**src/rtl/button_event_classifier_if.sv**
```systemverilog
// Groups the edge-detector strobes and the classified gesture outputs into one bundle.
// Pure wiring, so it adds no latency.
// No backpressure: every signal is a 1-cycle strobe or a level indicator.
interface button_event_classifier_if;
  // Debounced strobes coming from the button edge detector
  logic i_press_stb;
  logic i_release_stb;
  // Classified gesture strobes and level indicators for the UI logic
  logic o_short_stb;
  logic o_long_stb;
  logic o_double_stb;
  logic o_held;
  logic o_busy;

  // Producer side: drives the strobes and watches the classified events
  modport master (
    output i_press_stb,
    output i_release_stb,
    input  o_short_stb,
    input  o_long_stb,
    input  o_double_stb,
    input  o_held,
    input  o_busy
  );

  // Classifier side
  modport slave (
    input  i_press_stb,
    input  i_release_stb,
    output o_short_stb,
    output o_long_stb,
    output o_double_stb,
    output o_held,
    output o_busy
  );
endinterface

```
**src/rtl/button_event_classifier.sv**
```systemverilog
// Classifies press/release strobes into short press, long press or double click.
// Every output is registered; each strobe fires one cycle after its deciding edge.
// No backpressure: strobes are one cycle wide and must be captured by the consumer.
module button_event_classifier #(
  parameter int unsigned LONG_CLKS   = 12500000,
  parameter int unsigned DOUBLE_CLKS = 7500000,
  parameter int unsigned CNT_W       = 24
) (
  input logic                        i_clk,
  input logic                        i_rst,
  button_event_classifier_if.slave   bus
);

  typedef enum logic [2:0] {
    IDLE   = 3'd0,
    PRESS1 = 3'd1,
    HOLD   = 3'd2,
    GAP    = 3'd3,
    PRESS2 = 3'd4
  } state_t;

  // Terminal counts: cnt starts at 0 on state entry, so the last cycle of a
  // window of N cycles is the one where cnt == N-1.
  localparam logic [CNT_W-1:0] LONG_TC   = CNT_W'(LONG_CLKS - 1);
  localparam logic [CNT_W-1:0] DOUBLE_TC = CNT_W'(DOUBLE_CLKS - 1);

  state_t           state;
  state_t           state_nxt;
  logic [CNT_W-1:0] cnt;
  logic [CNT_W-1:0] cnt_nxt;

  // Both strobes in the same cycle carry no usable information, so they
  // cancel each other and the cycle is treated as idle in every state.
  logic prs_ev;
  logic rel_ev;
  assign prs_ev = bus.i_press_stb & ~bus.i_release_stb;
  assign rel_ev = bus.i_release_stb & ~bus.i_press_stb;

  logic long_tc;
  logic double_tc;
  assign long_tc   = (cnt == LONG_TC);
  assign double_tc = (cnt == DOUBLE_TC);

  logic short_nxt;
  logic long_nxt;
  logic double_nxt;
  logic held_nxt;
  logic busy_nxt;

  // State and window counter registers
  always_ff @(posedge i_clk) begin
    if (i_rst) begin
      state <= IDLE;
      cnt   <= '0;
    end else begin
      state <= state_nxt;
      cnt   <= cnt_nxt;
    end
  end

  // Next-state decode; the input event wins over a coinciding terminal count
  always_comb begin
    state_nxt = state;
    unique case (state)
      IDLE: begin
        if (prs_ev) state_nxt = PRESS1;
      end
      PRESS1: begin
        if (rel_ev)       state_nxt = GAP;
        else if (long_tc) state_nxt = HOLD;
      end
      HOLD: begin
        if (rel_ev) state_nxt = IDLE;
      end
      GAP: begin
        if (prs_ev)         state_nxt = PRESS2;
        else if (double_tc) state_nxt = IDLE;
      end
      PRESS2: begin
        // Deliberately no timeout: a held second press is still a double click
        if (rel_ev) state_nxt = IDLE;
      end
      default: state_nxt = IDLE;
    endcase
  end

  // Counter clears on every state change and only runs in the timed states;
  // the terminal compare always leaves the state before cnt can wrap.
  always_comb begin
    cnt_nxt = '0;
    if (state_nxt == state && (state == PRESS1 || state == GAP)) begin
      cnt_nxt = cnt + 1'b1;
    end
  end

  // Output decode, computed one cycle ahead so the registered copies line up
  // with the state they describe.
  always_comb begin
    short_nxt  = 1'b0;
    long_nxt   = 1'b0;
    double_nxt = 1'b0;
    unique case (state)
      PRESS1:  long_nxt   = ~rel_ev & long_tc;
      GAP:     short_nxt  = ~prs_ev & double_tc;
      PRESS2:  double_nxt = rel_ev;
      default: ;
    endcase
    held_nxt = (state_nxt == HOLD);
    busy_nxt = (state_nxt != IDLE);
  end

  // Registered outputs; reset clears them alongside the state
  always_ff @(posedge i_clk) begin
    if (i_rst) begin
      bus.o_short_stb  <= 1'b0;
      bus.o_long_stb   <= 1'b0;
      bus.o_double_stb <= 1'b0;
      bus.o_held       <= 1'b0;
      bus.o_busy       <= 1'b0;
    end else begin
      bus.o_short_stb  <= short_nxt;
      bus.o_long_stb   <= long_nxt;
      bus.o_double_stb <= double_nxt;
      bus.o_held       <= held_nxt;
      bus.o_busy       <= busy_nxt;
    end
  end

endmodule

```
**src/flat_wrapper.sv**
```systemverilog
// flat-port wrapper written by rule: the top's interface ports become plain ports
module button_event_classifier_flat 
#(
  parameter int unsigned LONG_CLKS   = 12500000,
  parameter int unsigned DOUBLE_CLKS = 7500000,
  parameter int unsigned CNT_W       = 24
)
  (i_clk, i_rst, bus_i_press_stb, bus_i_release_stb, bus_o_short_stb, bus_o_long_stb, bus_o_double_stb, bus_o_held, bus_o_busy);
  button_event_classifier_if bus_i ();
  input logic i_clk;
  input logic i_rst;
  input wire logic [$bits(bus_i.i_press_stb)-1:0] bus_i_press_stb;
  input wire logic [$bits(bus_i.i_release_stb)-1:0] bus_i_release_stb;
  output wire logic [$bits(bus_i.o_short_stb)-1:0] bus_o_short_stb;
  output wire logic [$bits(bus_i.o_long_stb)-1:0] bus_o_long_stb;
  output wire logic [$bits(bus_i.o_double_stb)-1:0] bus_o_double_stb;
  output wire logic [$bits(bus_i.o_held)-1:0] bus_o_held;
  output wire logic [$bits(bus_i.o_busy)-1:0] bus_o_busy;
  assign bus_i.i_press_stb = bus_i_press_stb;
  assign bus_i.i_release_stb = bus_i_release_stb;
  assign bus_o_short_stb = bus_i.o_short_stb;
  assign bus_o_long_stb = bus_i.o_long_stb;
  assign bus_o_double_stb = bus_i.o_double_stb;
  assign bus_o_held = bus_i.o_held;
  assign bus_o_busy = bus_i.o_busy;
  button_event_classifier #(.LONG_CLKS(LONG_CLKS), .DOUBLE_CLKS(DOUBLE_CLKS), .CNT_W(CNT_W)) u_core (.i_clk(i_clk), .i_rst(i_rst), .bus(bus_i));
endmodule
```
**config.mk**
```make
export PLATFORM = sky130hd
export DESIGN_NAME = button_event_classifier_flat
export DESIGN_NICKNAME = d
export VERILOG_FILES = /design/src/rtl/button_event_classifier_if.sv /design/src/rtl/button_event_classifier.sv /design/src/flat_wrapper.sv
export SDC_FILE = /design/constraint.sdc
export NUM_CORES = 1
export LEC_CHECK = 0
export ABC_CLOCK_PERIOD_IN_PS = 4300
export CAP_MARGIN = 10
export CORE_ASPECT_RATIO = 1.4
export CORE_MARGIN = 2
export CORE_UTILIZATION = 40
export DETAILED_ROUTE_END_ITERATION = 7
export PLACE_DENSITY = 0.54
export SLEW_MARGIN = 20
export SYNTH_ARGS = -nofsm -noshare
export SYNTH_HDL_FRONTEND = slang
export SYNTH_SLANG_ARGS = --single-unit
```
**constraint.sdc**
```tcl
create_clock -name i_clk -period 4.3 [get_ports i_clk]
set_input_delay 0.86 -clock i_clk [delete_from_list [all_inputs] [get_ports i_clk]]
set_output_delay 0.86 -clock i_clk [all_outputs]
set_load 0.01 [all_outputs]
```
### Yosys cells after proc, flatten, opt, wreduce, memory -nomap -nowiden

Index checks and enable logic that the tools add are counted.

* flip-flop bits (word level): 32
* logic and storage cells: 44
* output and inout port bits: 5

* reductions and logical operators: 9
* $add $sub $neg: 1
* equality and inequality tests: 8
* bitwise logic cells: 12
* mux-type cells: 7

Operator list (number)
* adder 24 x 1 -> 24 bit (second input constant): 1
* == test 24 x 23 -> 1 bit (second input constant): 1
* == test 24 bit (second input constant): 1
* 2-to-1 mux 3 bit: 6
* one-hot mux 3 bit (4 select lines): 1
* OR reduction 2 bit: 5
* == test 3 x 2 -> 1 bit (second input constant): 3
* inverter 1 bit: 8
* bitwise AND 1 bit: 4
* == test 3 x 1 -> 1 bit (second input constant): 1
* == test 3 bit: 1
* == test 3 bit (second input constant): 1
* zero test 3 bit: 1
* nonzero test 3 bit: 1
* logical AND 1 bit: 1
* logical OR 1 bit: 1

### Logic depth before layout (Yosys ltp)

* word-level depth: 8
* gate-level depth with buffers: 7
* depth with buffers taken out: 6

### Worst setup path after synthesis

OpenSTA, ideal clock, no wires.

* path type: register -> register
* from: register u_core.cnt[0]
* to: register u_core.bus.o_busy
* required time: 4.177 ns
* clock period less this slack: 2.132 ns
* stages on the path, launching flop included: 8
* buffers on the path: 1
* arrival: 2.009 ns
* library setup time: 0.123 ns
* setup slack: 2.168 ns
* path through: dfxtp_1 > ha_1 > nand4_1 > nor4_4 > a41oi_2 > o31ai_4 > buf_6 > o21ai_2

* cells in the longest elaborated chain, start to end: 5
* elaborated cells between the ends (all ways): 8

Ends and longest elaborated chain
* start, declared: line button_event_classifier.sv:29 `logic [CNT_W-1:0] cnt;`
* start signal, assigned: line button_event_classifier.sv:57 `cnt <= cnt_nxt;`
* == test 24 x 23 -> 1 bit / == test 24 bit (equally long branches): line button_event_classifier.sv:42, button_event_classifier.sv:41
* 2-to-1 mux 3 bit (on tied branches): line button_event_classifier.sv:77, button_event_classifier.sv:70
* 2-to-1 mux 3 bit (on tied branches): line button_event_classifier.sv:76, button_event_classifier.sv:69
* one-hot mux 3 bit (4 select lines) (*): line button_event_classifier.sv:64 `unique case (state)`
* nonzero test 3 bit (*): line button_event_classifier.sv:109 `busy_nxt = (state_nxt != IDLE);`
* end signal, assigned: line button_event_classifier.sv:125 `bus.o_busy <= busy_nxt;`
* end, declared: line button_event_classifier_if.sv:34 `output o_busy`

Every way passes the cells marked *; elsewhere a longest branch is shown, timed or not.
A chain may end at the register's enable or synchronous reset.

### Worst setup path in the final report

* from: register u_core.cnt[0]
* to: register u_core.cnt[20]

* cells in the longest elaborated chain, start to end: 8
* elaborated cells between the ends (all ways): 12

Ends and longest elaborated chain
* == test 24 x 23 -> 1 bit / == test 24 bit (equally long branches): line button_event_classifier.sv:42, button_event_classifier.sv:41
* 2-to-1 mux 3 bit (on tied branches): line button_event_classifier.sv:77, button_event_classifier.sv:70
* 2-to-1 mux 3 bit (on tied branches): line button_event_classifier.sv:76, button_event_classifier.sv:69
* one-hot mux 3 bit (4 select lines): line button_event_classifier.sv:64
* == test 3 bit: line button_event_classifier.sv:91 `if (state_nxt == state && (state == PRESS1 || state == GAP)) begin`
* logical AND 1 bit: line button_event_classifier.sv:91
* inverter 1 bit (no source line)
* OR reduction 2 bit (no source line)

Parallel ways exist; a longest one is shown, timed or not.

==> flow_summary.yaml <==
worst_setup_path:
  slowest_stage: "o31ai_4"
  required_ns: 4.42
  worstSetupStartpointType: "flip-flop"
  path_cells: "ha_1, nand4_1, nor4_4, a41oi_2, o31ai_4, nor3_1"
  critPathKind: "reg2reg"
  arrival_ns: 2.98
  end_kind: "flip-flop"
  cpPeakStageDelay_ns: 0.96
  reg2reg_depth: 6
  r2r_slack_ns: 1.43
  r2r-end: "u_core.cnt[20]"
  rr_startpoint: "u_core.cnt[0]"
  worstPathMaxFanout: 26
global_routing:
  antenna_found_initial: 0
  grt_start_max_net_pins: 27
  track_usage: 0.1629
  grt_pass1_wl_microns: 5589
  grt_overflow_total: 0
  grt_pass1_vias: 1273
clock_tree:
  hold_buffers: 0
  cts_tree: "yes"
  cts_buffers: 5
  cts_resized: 0
  htreeDepth: 2
  postCtsSetupBuffers: 0
  cts.sinks: 32
  clock_latency_ns: 0.28
  cts.clk_slew.worst_paths_ns: 0.06
  clockRootBuffer: "clkbuf_8"
  cts_buffer_depth: 2
power_and_ir_drop:
  power-per-cell-area_nw_per_um2: 324.1
  ir_drop_uv: 168.3
  p_leak_nw: 0.5256
floorplanning:
  fp.dieArea_sq_um: 4443
  die_h_microns: 78.08
  start_util: 0.4227
  fp-row-count: 26
  coreArea_sq_um: 3709
  die_x_microns: 56.91
  io_pins: 9
yosys:
  synth.distinct_cells: 41
  ys_seq_area_frac: 0.4086
  syn_area_per_cell_sq_um: 9.062
  ys_seq_elements: 32
  synth_warnings: 0
  synth_edf_count: 0
  synth_area_leaders: "dfxtp_1 41%, nor3_1 9.6%, xnor2_1 6.1%, xor2_1 6.1%, nand4_1 3.6%"
  synth_nets: 178
  postSynthCellCount: 173
  ys_top_cells_by_count: "32 x dfxtp_1, 30 x nor3_1, 11 x xnor2_1, 11 x xor2_1, 10 x nor2_1"
  synth_area_leader_cell: "dfxtp_1"
  synth.most_common_cell: "dfxtp_1"
  syn_area_sq_um: 1568
  async_reset_ff_frac: 0
  ys.flop_type: "dfxtp_1"
  synth_top_area_frac: 0.4086
finish:
  drive_above_1_share: 0.09783
  final_util: 0.4740
  diodes: 0
  stdcell_count: 226
  nets: 188
  nFillCells: 384
  areaGrowthSynthToFinish_pct: 12.13
sta:
  fin_skew_ns: 0.004709
  slew_viol_final: 0
  hold_viol: 0
  period_share: 0.6666
  finalCriticalPeriod_ns: 2.867
  worst_pin_slew_ns: 1.062
  setup-tns-final_ns: 0
  fmax_mhz: 348.9
  finalSetupViolCount: 0
  rsz0062_at_grt: "no"
  maxSlewHeadroom: 0.2922
drt:
  wl_microns: 3227
  vias_per_cell: 5.659
  num_vias: 1279
  drt-initial-drc-count: 12
  drc_errors: 0
  wl_per_cell_microns: 14.28
  ant_nets: 0
  first_pass_iters: 4
worst_hold_path:
  worstHoldStart: "u_core.cnt[0]"
  hold_end: "u_core.cnt[0]"
  holdPathStages: 1
  hp-class: "reg2reg"
placement:
  dp.cells: 218
  port_buffers: 8
  gp_congestion: 0.8131
  hpwl_microns: 2417
outcome:
  status: "finished, final reports clean"
job:
  max-cap-violations: 0
## per-stage QoR
| step | instance area (sq um) | hold slack (ns) | worst slack, ns | total power [mW] |
|---|---|---|---|---|
| 2_1_floorplan | 1568 | 0.4729 | 2.168 | 0.3396 |
| 3_3_place_gp | 1668 | 0.5114 | 1.311 | 0.3487 |
| 3_5_place_dp | 1668 | 0.5193 | 1.268 | 0.3493 |
| 4_1_cts | 1758 | 0.5182 | 1.375 | 0.5801 |
| 5_1_grt | 1758 | 0.5465 | 1.140 | 0.5983 |
| 6_report | 1758 | 0.5186 | 1.433 | 0.5698 |
## registers in the layout (all words and copies together) (netlist names)
signal	cells
u_core.bus.o_long_stb	1
u_core.state	3
u_core.bus.o_busy	1
u_core.bus.o_held	1
u_core.cnt	24
u_core.bus.o_short_stb	1
u_core.bus.o_double_stb	1
## worst max-delay path, delay by kind of cell (launching register included)
kind | cells | cell delay, ns
and+or+nand+nor | 3 | 0.87
DFF | 1 | 0.39
AOI/OAI and AO/OA | 2 | 1.19
adders and majority gates | 1 | 0.24
## cells by family (layout without fill, tap and decap cells)
logic type | count (synthesis) | count (layout) | share of synthesized area
and+or+nand+nor | 90 | 90 | 0.3376
DFF | 32 | 32 | 0.4086
AOI/OAI and AO/OA | 15 | 15 | 0.08062
buffers and inverters | 13 | 24 | 0.04230
xor gates and xnor gates | 22 | 22 | 0.1229
adders and majority gates | 1 | 1 | 0.007980
## where the power goes
| group | leakage [nW] | internal, mW | switching, mW |
|---|---|---|---|
| Sequential | 0.258 | 0.300 | 0.00317 |
| Combinational | 0.222 | 0.0137 | 0.0256 |
| Clock | 0.0455 | 0.130 | 0.0975 |
| Total | 0.526 | 0.444 | 0.126 |
## metal layers
metal | up-vias | track usage | routed length (microns)
li1 | 645 | - | -
met1 | 595 | 0.1620 | 1287
met2 | 27 | 0.2931 | 1707
met3 | 12 | 0.04778 | 111
met4 | 0 | 0.09302 | 121
met5 | - | 0 | 0
## cell type report
cell class	count	area, sq um	area share
flip-flops and latches	32	640.6	0.3644
repair buffers	9	87.58	0.04982
clock buffers	8	90.09	0.05125
well taps	42	52.55	0.02989
multi-input cells	128	860.8	0.4897
inverters	7	26.28	0.01495
## worst max path at each step
stage,from,to,slack [ns],cells past startpoint
after global routing,u_core.cnt[0],u_core.cnt[3],1.14,6
final,u_core.cnt[0],u_core.cnt[20],1.43,6
after CTS,u_core.cnt[0],u_core.cnt[3],1.38,6
after global placement,bus_i_press_stb,u_core.cnt[17],1.31,6
after floorplan,u_core.cnt[0],u_core.bus.o_busy,2.17,7
after detailed placement,bus_i_press_stb,u_core.cnt[20],1.27,6
## cells in the final DEF (no fill, tap or decap), drive strengths merged, types with 2 or more instances in the layout
master         synthesis  final
nand4                  9      9
and3                   3      3
nor4b                  2      2
nand2                  9      9
nor2                  10     10
a21oi                  4      4
nor3                  31     31
o31ai                  2      2
nand2b                 2      2
clkdlybuf4s50          0      8
nor3b                  3      3
or3                    2      2
dfxtp                 32     32
clkbuf                 2      8
o21ai                  2      2
and4bb                 2      2
or4b                   2      2
xnor2                 11     11
xor2                  11     11
inv                    7      7
nand3                  8      8
nor4                   2      2
(Power assumes the default switching activity.)
==> RTL edit 1 (same flow settings) <==
Make the reset (`i_rst`) asynchronous in 2 clocked blocks.
--- a/src/rtl/button_event_classifier.sv
+++ b/src/rtl/button_event_classifier.sv
@@ -48,7 +48,7 @@
   logic busy_nxt;
 
   // State and window counter registers
-  always_ff @(posedge i_clk) begin
+  always_ff @(posedge i_clk or posedge i_rst) begin
     if (i_rst) begin
       state <= IDLE;
       cnt   <= '0;
@@ -110,7 +110,7 @@
   end
 
   // Registered outputs; reset clears them alongside the state
-  always_ff @(posedge i_clk) begin
+  always_ff @(posedge i_clk or posedge i_rst) begin
     if (i_rst) begin
       bus.o_short_stb  <= 1'b0;
       bus.o_long_stb   <= 1'b0;
Formal check against the unedited RTL: differs if i_rst is asserted again (counterexample within 4 cycles, from zero or initial values and one cycle with i_rst high); with i_rst held inactive, the same outputs for 10 cycles.
==> RTL edit 1 against the original RTL <==
Setup slack improved by 420 ps. Sequential share of layout area rose by 6.3 points. Largest cell class unchanged. Design area rose by 6.5%. Utilization barely moved. Wire length up 13%. Synthesized area increased by 5.9%. Critical path type unchanged. Sequential cell count did not move.
Power is not compared: it rests on default switching activity, and its combinational part moved more than twofold at a synthesized area within 25%.
==> RTL edit 1: results <==
metrics = {
    "run_status": {
        "status": "finished, final reports clean",
    },
    "grt": {
        "grt_pass1_wl_um": 6380,
        "overflow": 0,
        "grt_util_met1_pct": 20.5,
        "grt_start_max_net_pins": 33,
        "use_met2_pct": 31.9,
        "track_usage_pct": 18.5,
        "grt_use_met3_pct": 4.83,
        "antenna_found_initial": 0,
        "grt_pass1_vias": 1373,
    },
    "synthesis": {
        "ys_seq_area_share_pct": 48.2,
        "ys_top_cells_by_count": "dfrtp_1 (32), nor2_1 (28), nand2_1 (17)",
        "async_reset_ff_share_pct": 100,
        "syn-num-nets": 178,
        "ys_types": 40,
        "synthTopCellsByArea": "dfrtp_1 (48%), xor2_1 (7.4%), nor2_1 (6.3%)",
        "yosysWarnings": 0,
    },
    "detailed_routing": {
        "wl_met1_um": 1480,
        "finalWirelength_um": 3650,
        "dr.pass1.iters": 4,
        "vias": 1308,
        "routed.top_layer": "met4",
        "wl_met2_um": 1970,
        "drt_iter0_drc": 66,
        "route.met3.wl_um": 106,
    },
    "power_and_ir_drop": {
        "worst_ir_drop_vdd_mv": 0.265,
        "pwr-share-comb_pct": 22.0,
        "p_switching_mw": 0.244,
        "leakage_nw": 0.751,
        "seq_power_share_pct": 46.8,
    },
    "setup_path": {
        "r2r_slack_ps": 1850,
        "critPathMaxStageDelay_ps": 560,
        "arrival_ps": 2610,
        "crit_path_top_delay_cell": "or4b_4",
        "cp_max_fo": 14,
        "crit_family": "simple AND/OR/NAND/NOR gates",
    },
    "final_layout": {
        "nets": 190,
        "reg.largest.list": "u_core.cnt (24), u_core.state (3)",
        "final_layout_size_suffix_gt1_share_pct": 6.99,
        "fillCellCount": 389,
        "n_antenna_cell": 0,
    },
    "clock_tree": {
        "htreeDepth": 2,
        "clockRootBuffer": "clkbuf_8",
        "cts_resized": 0,
        "clkTransAtPathRegs_ps": 60,
        "cts_buffer_depth": 2,
        "clk_latency_ps": 290,
        "cts_buffers": 5,
        "postCtsSetupRepairBufs": 0,
    },
    "placed_design": {
        "place_congestion": 0.886,
        "port_buffers": 8,
        "placed_cell_area_sq_mm": 0.00178,
        "dpl.hpwl_um": 2630,
    },
    "min_path": {
        "min_path_type": "flip-flop to flip-flop",
    },
    "sta": {
        "timing.slew.headroom_pct": 57.2,
        "skew_ps": 1.39,
    },
}
[RTL edit 1: layout make-up]
class                      instances  area [sq um]  share of cell area (%)
multi-input combinational        134           828                    44.3
sequential                        32           801                    42.8
clock buffer                       8          90.1                    4.81
timing repair buffer               9          87.6                    4.68
tap                               43          53.8                    2.87
inverter                           3          11.3                   0.602
[RTL edit 1: through the flow]
step	instances	util, %	power, mW	setup slack [ps]	hold slack (ps)
2_1_floorplan	173	-	0.479	2230	445
3_3_place_gp	221	45.1	0.533	1700	474
3_5_place_dp	221	45.1	0.534	1620	477
4_1_cts	229	47.4	0.772	1830	485
5_1_grt	229	47.4	0.809	1680	502
6_report	229	47.4	0.764	1850	489
[RTL edit 1: cells by family (layout without fill, tap and decap cells)]
family          count (synthesis)  in the layout  share of synthesized area (%)
compound gates                 12             12                           5.05
flops                          32             32                           48.2
fa+ha+maj                       1              1                          0.753
buf+inv                         7             20                           1.88
xor+xnor                       20             20                           10.6
simple gates                  101            101                           33.5
[RTL edit 1: final timing paths]
path                       cells after the start               startpoint                                end
min reg2reg                                    1  u_core.cnt[0]$_DFF_PP0_            u_core.cnt[0]$_DFF_PP0_
max                                            6  u_core.cnt[0]$_DFF_PP0_            u_core.cnt[3]$_DFF_PP0_
max reg2reg                                    6  u_core.cnt[0]$_DFF_PP0_            u_core.cnt[3]$_DFF_PP0_
min in group asynchronous                      3                    i_rst  u_core.bus.o_double_stb$_DFF_PP0_
max in group asynchronous                      3                    i_rst        u_core.bus.o_held$_DFF_PP0_
min                                            1  u_core.cnt[0]$_DFF_PP0_            u_core.cnt[0]$_DFF_PP0_
==> RTL edit 2 (same settings) <==
Without the edit above. `CNT_W` is set to 24 in 2 places; all go to 12.
--- a/src/rtl/button_event_classifier.sv
+++ b/src/rtl/button_event_classifier.sv
@@ -4,7 +4,7 @@
 module button_event_classifier #(
   parameter int unsigned LONG_CLKS   = 12500000,
   parameter int unsigned DOUBLE_CLKS = 7500000,
-  parameter int unsigned CNT_W       = 24
+  parameter int unsigned CNT_W       = 12
 ) (
   input logic                        i_clk,
   input logic                        i_rst,
--- a/src/flat_wrapper.sv
+++ b/src/flat_wrapper.sv
@@ -3,7 +3,7 @@
 #(
   parameter int unsigned LONG_CLKS   = 12500000,
   parameter int unsigned DOUBLE_CLKS = 7500000,
-  parameter int unsigned CNT_W       = 24
+  parameter int unsigned CNT_W       = 12
 )
   (i_clk, i_rst, bus_i_press_stb, bus_i_release_stb, bus_o_short_stb, bus_o_long_stb, bus_o_double_stb, bus_o_held, bus_o_busy);
   button_event_classifier_if bus_i ();
Behaviour: same outputs for any inputs over 10 cycles, from zero or initial values and one cycle with i_rst high; that may be too few to reach the edited logic, so the function may still have changed.
==> RTL edit 2 against the original RTL <==
Total power shrank 34%. Die area is 34% lower. Design area decreased by 34%. Sequential cell count decreased by 12. Wire length down 39%. Count of clock-buffer cells in the layout decreased by 5. Setup slack better by 410 ps. Synthesized area fell by 36%. Critical endpoint is now u_core.cnt[1]$_SDFF_PP0_. Largest power group unchanged. Highest routed layer unchanged.
==> RTL edit 2: results <==
metrics = {
    "clock_tree": {
        "clockRootBuffer": "clkbuf_4",
        "htreeDepth": 1,
        "clkTransAtPathRegs_ps": 120,
        "clk_latency_ps": 300,
        "cts_buffers": 3,
    },
    "detailed_routing": {
        "drt_iter0_drc": 18,
        "finalWirelength_um": 1980,
        "dr.pass1.iters": 4,
        "via_per_inst": 5.46,
    },
    "final_layout": {
        "finalNonFillerCells": 145,
        "reg.largest.list": "u_core.cnt (12), u_core.state (3)",
        "final_layout_size_suffix_gt1_share_pct": 18.0,
        "nets": 117,
        "fillCellCount": 228,
        "n_antenna_cell": 0,
    },
    "placed_design": {
        "dp.cells": 141,
        "place_congestion": 0.919,
        "dpl.hpwl_um": 1450,
    },
    "synthesis": {
        "ys_seq_area_share_pct": 39.8,
        "syn-num-nets": 107,
        "synthTopCellsByArea": "dfxtp_1 (40%), nor3_2 (10%), xor2_1 (4.4%)",
        "postSynthCellCount": 102,
        "ys_top_cells_by_count": "dfxtp_1 (20), nor3_2 (10), nand2_1 (6)",
        "synth.area.mux_share_pct": 0.995,
        "async_reset_ff_share_pct": 0,
        "synth_fa_ha_area_share_pct": 1.24,
        "synth_compound_area_share_pct": 10.8,
        "synthXorXnorAreaFrac_pct": 7.84,
        "ys_types": 38,
    },
    "setup_path": {
        "reg2reg_from": "u_core.cnt[0]$_SDFF_PP0_",
        "critPathMaxStageDelay_ps": 780,
        "arrival_ps": 2620,
        "cp_max_fo": 13,
        "rr_worst_depth": 5,
        "r2r-end": "u_core.cnt[1]$_SDFF_PP0_",
        "crit_path_top_delay_cell": "a31oi_2",
        "r2r_slack_ps": 2090,
    },
    "min_path": {
        "min_from": "u_core.cnt[0]$_SDFF_PP0_",
        "min_path_type": "flip-flop to flip-flop",
    },
    "power_and_ir_drop": {
        "worst_ir_drop_vdd_mv": 0.140,
        "p_switching_mw": 0.0810,
        "leakage_nw": 0.355,
    },
    "grt": {
        "grt_pass1_wl_um": 3510,
        "grt_start_max_net_pins": 14,
        "track_usage_pct": 15.7,
        "grt_pass1_vias": 821,
    },
    "sta": {
        "tightest_slew_ps": 902,
        "skew_ps": 10.2,
        "whs_ps": 486,
    },
    "floorplanning": {
        "die_w_um": 46.4,
    },
    "run_status": {
        "status": "finished, final reports clean",
    },
}
RTL edit 2: cell types whose count changed after synthesis, moves of 6 or more:
cell,change
nor2_1,-6
nor3_2,+9
xor2_1,-6
xnor2_1,-7
nand4_1,-6
dfxtp_1,-12
nor3_1,-27
RTL edit 2: area by class of cell:
type                       instances  area share, %
tap                               34           3.68
clock buffer                       3           1.95
sequential                        20           34.6
clock inverter                     1           2.60
timing repair buffer               9           7.58
inverter                           4           1.30
multi-input combinational         74           48.3
RTL edit 2: metal layers:
metal  up-vias  wire length (um)  global-route usage [%]
li1        389                 -                       -
met1       382               842                    17.7
met2        17              1040                    26.4
met3         4                58                    2.87
met4         0                37                    7.86
met5         -                 0                       0
RTL edit 2: logic make-up (layout without fill, tap and decap cells):
family / Yosys count / count (layout)
buffers and inverters: 8 / 17
AND/OR/NAND/NOR: 50 / 50
adder cells (fa/ha/maj): 1 / 1
XOR/XNOR: 9 / 9
AO/OA/AOI/OAI: 13 / 13
multiplexers: 1 / 1
flip-flops: 20 / 20
RTL edit 2: worst max path at each step:
stage                                  from                         to  slack (ps)  cells after the start
final                     bus_i_release_stb   u_core.cnt[1]$_SDFF_PP0_        1850                      5
after global routing      bus_i_release_stb   u_core.cnt[1]$_SDFF_PP0_        1680                      5
after CTS                 bus_i_release_stb   u_core.cnt[1]$_SDFF_PP0_        1860                      5
after detailed placement  bus_i_release_stb   u_core.cnt[1]$_SDFF_PP0_        1530                      5
after global placement    bus_i_release_stb   u_core.cnt[1]$_SDFF_PP0_        1570                      5
after floorplan                       i_rst  u_core.cnt[10]$_SDFF_PP0_        2350                      5
RTL edit 2: power groups by stage:
stage,logic [mW],registers [mW],clock network (mW)
after floorplan,0.0243,0.194,0
after global placement,0.0330,0.195,0
after detailed placement,0.0333,0.195,0
after CTS,0.0334,0.190,0.157
after global routing,0.0366,0.191,0.166
final,0.0335,0.191,0.153
RTL edit 2: worst max-delay path, delay by kind of cell:
family,cells,cell delay (ps)
buf+inv,1,550
simple gates,3,420
compound gates,1,780
RTL edit 2: through the flow:
step           instance area, sq um  worst slack (ps)  total power [mW]
3_3_place_gp                   1100              1570             0.228
2_1_floorplan                  1010              2350             0.219
5_1_grt                        1160              1680             0.394
4_1_cts                        1160              1860             0.381
3_5_place_dp                   1100              1530             0.228
6_report                       1160              1850             0.377
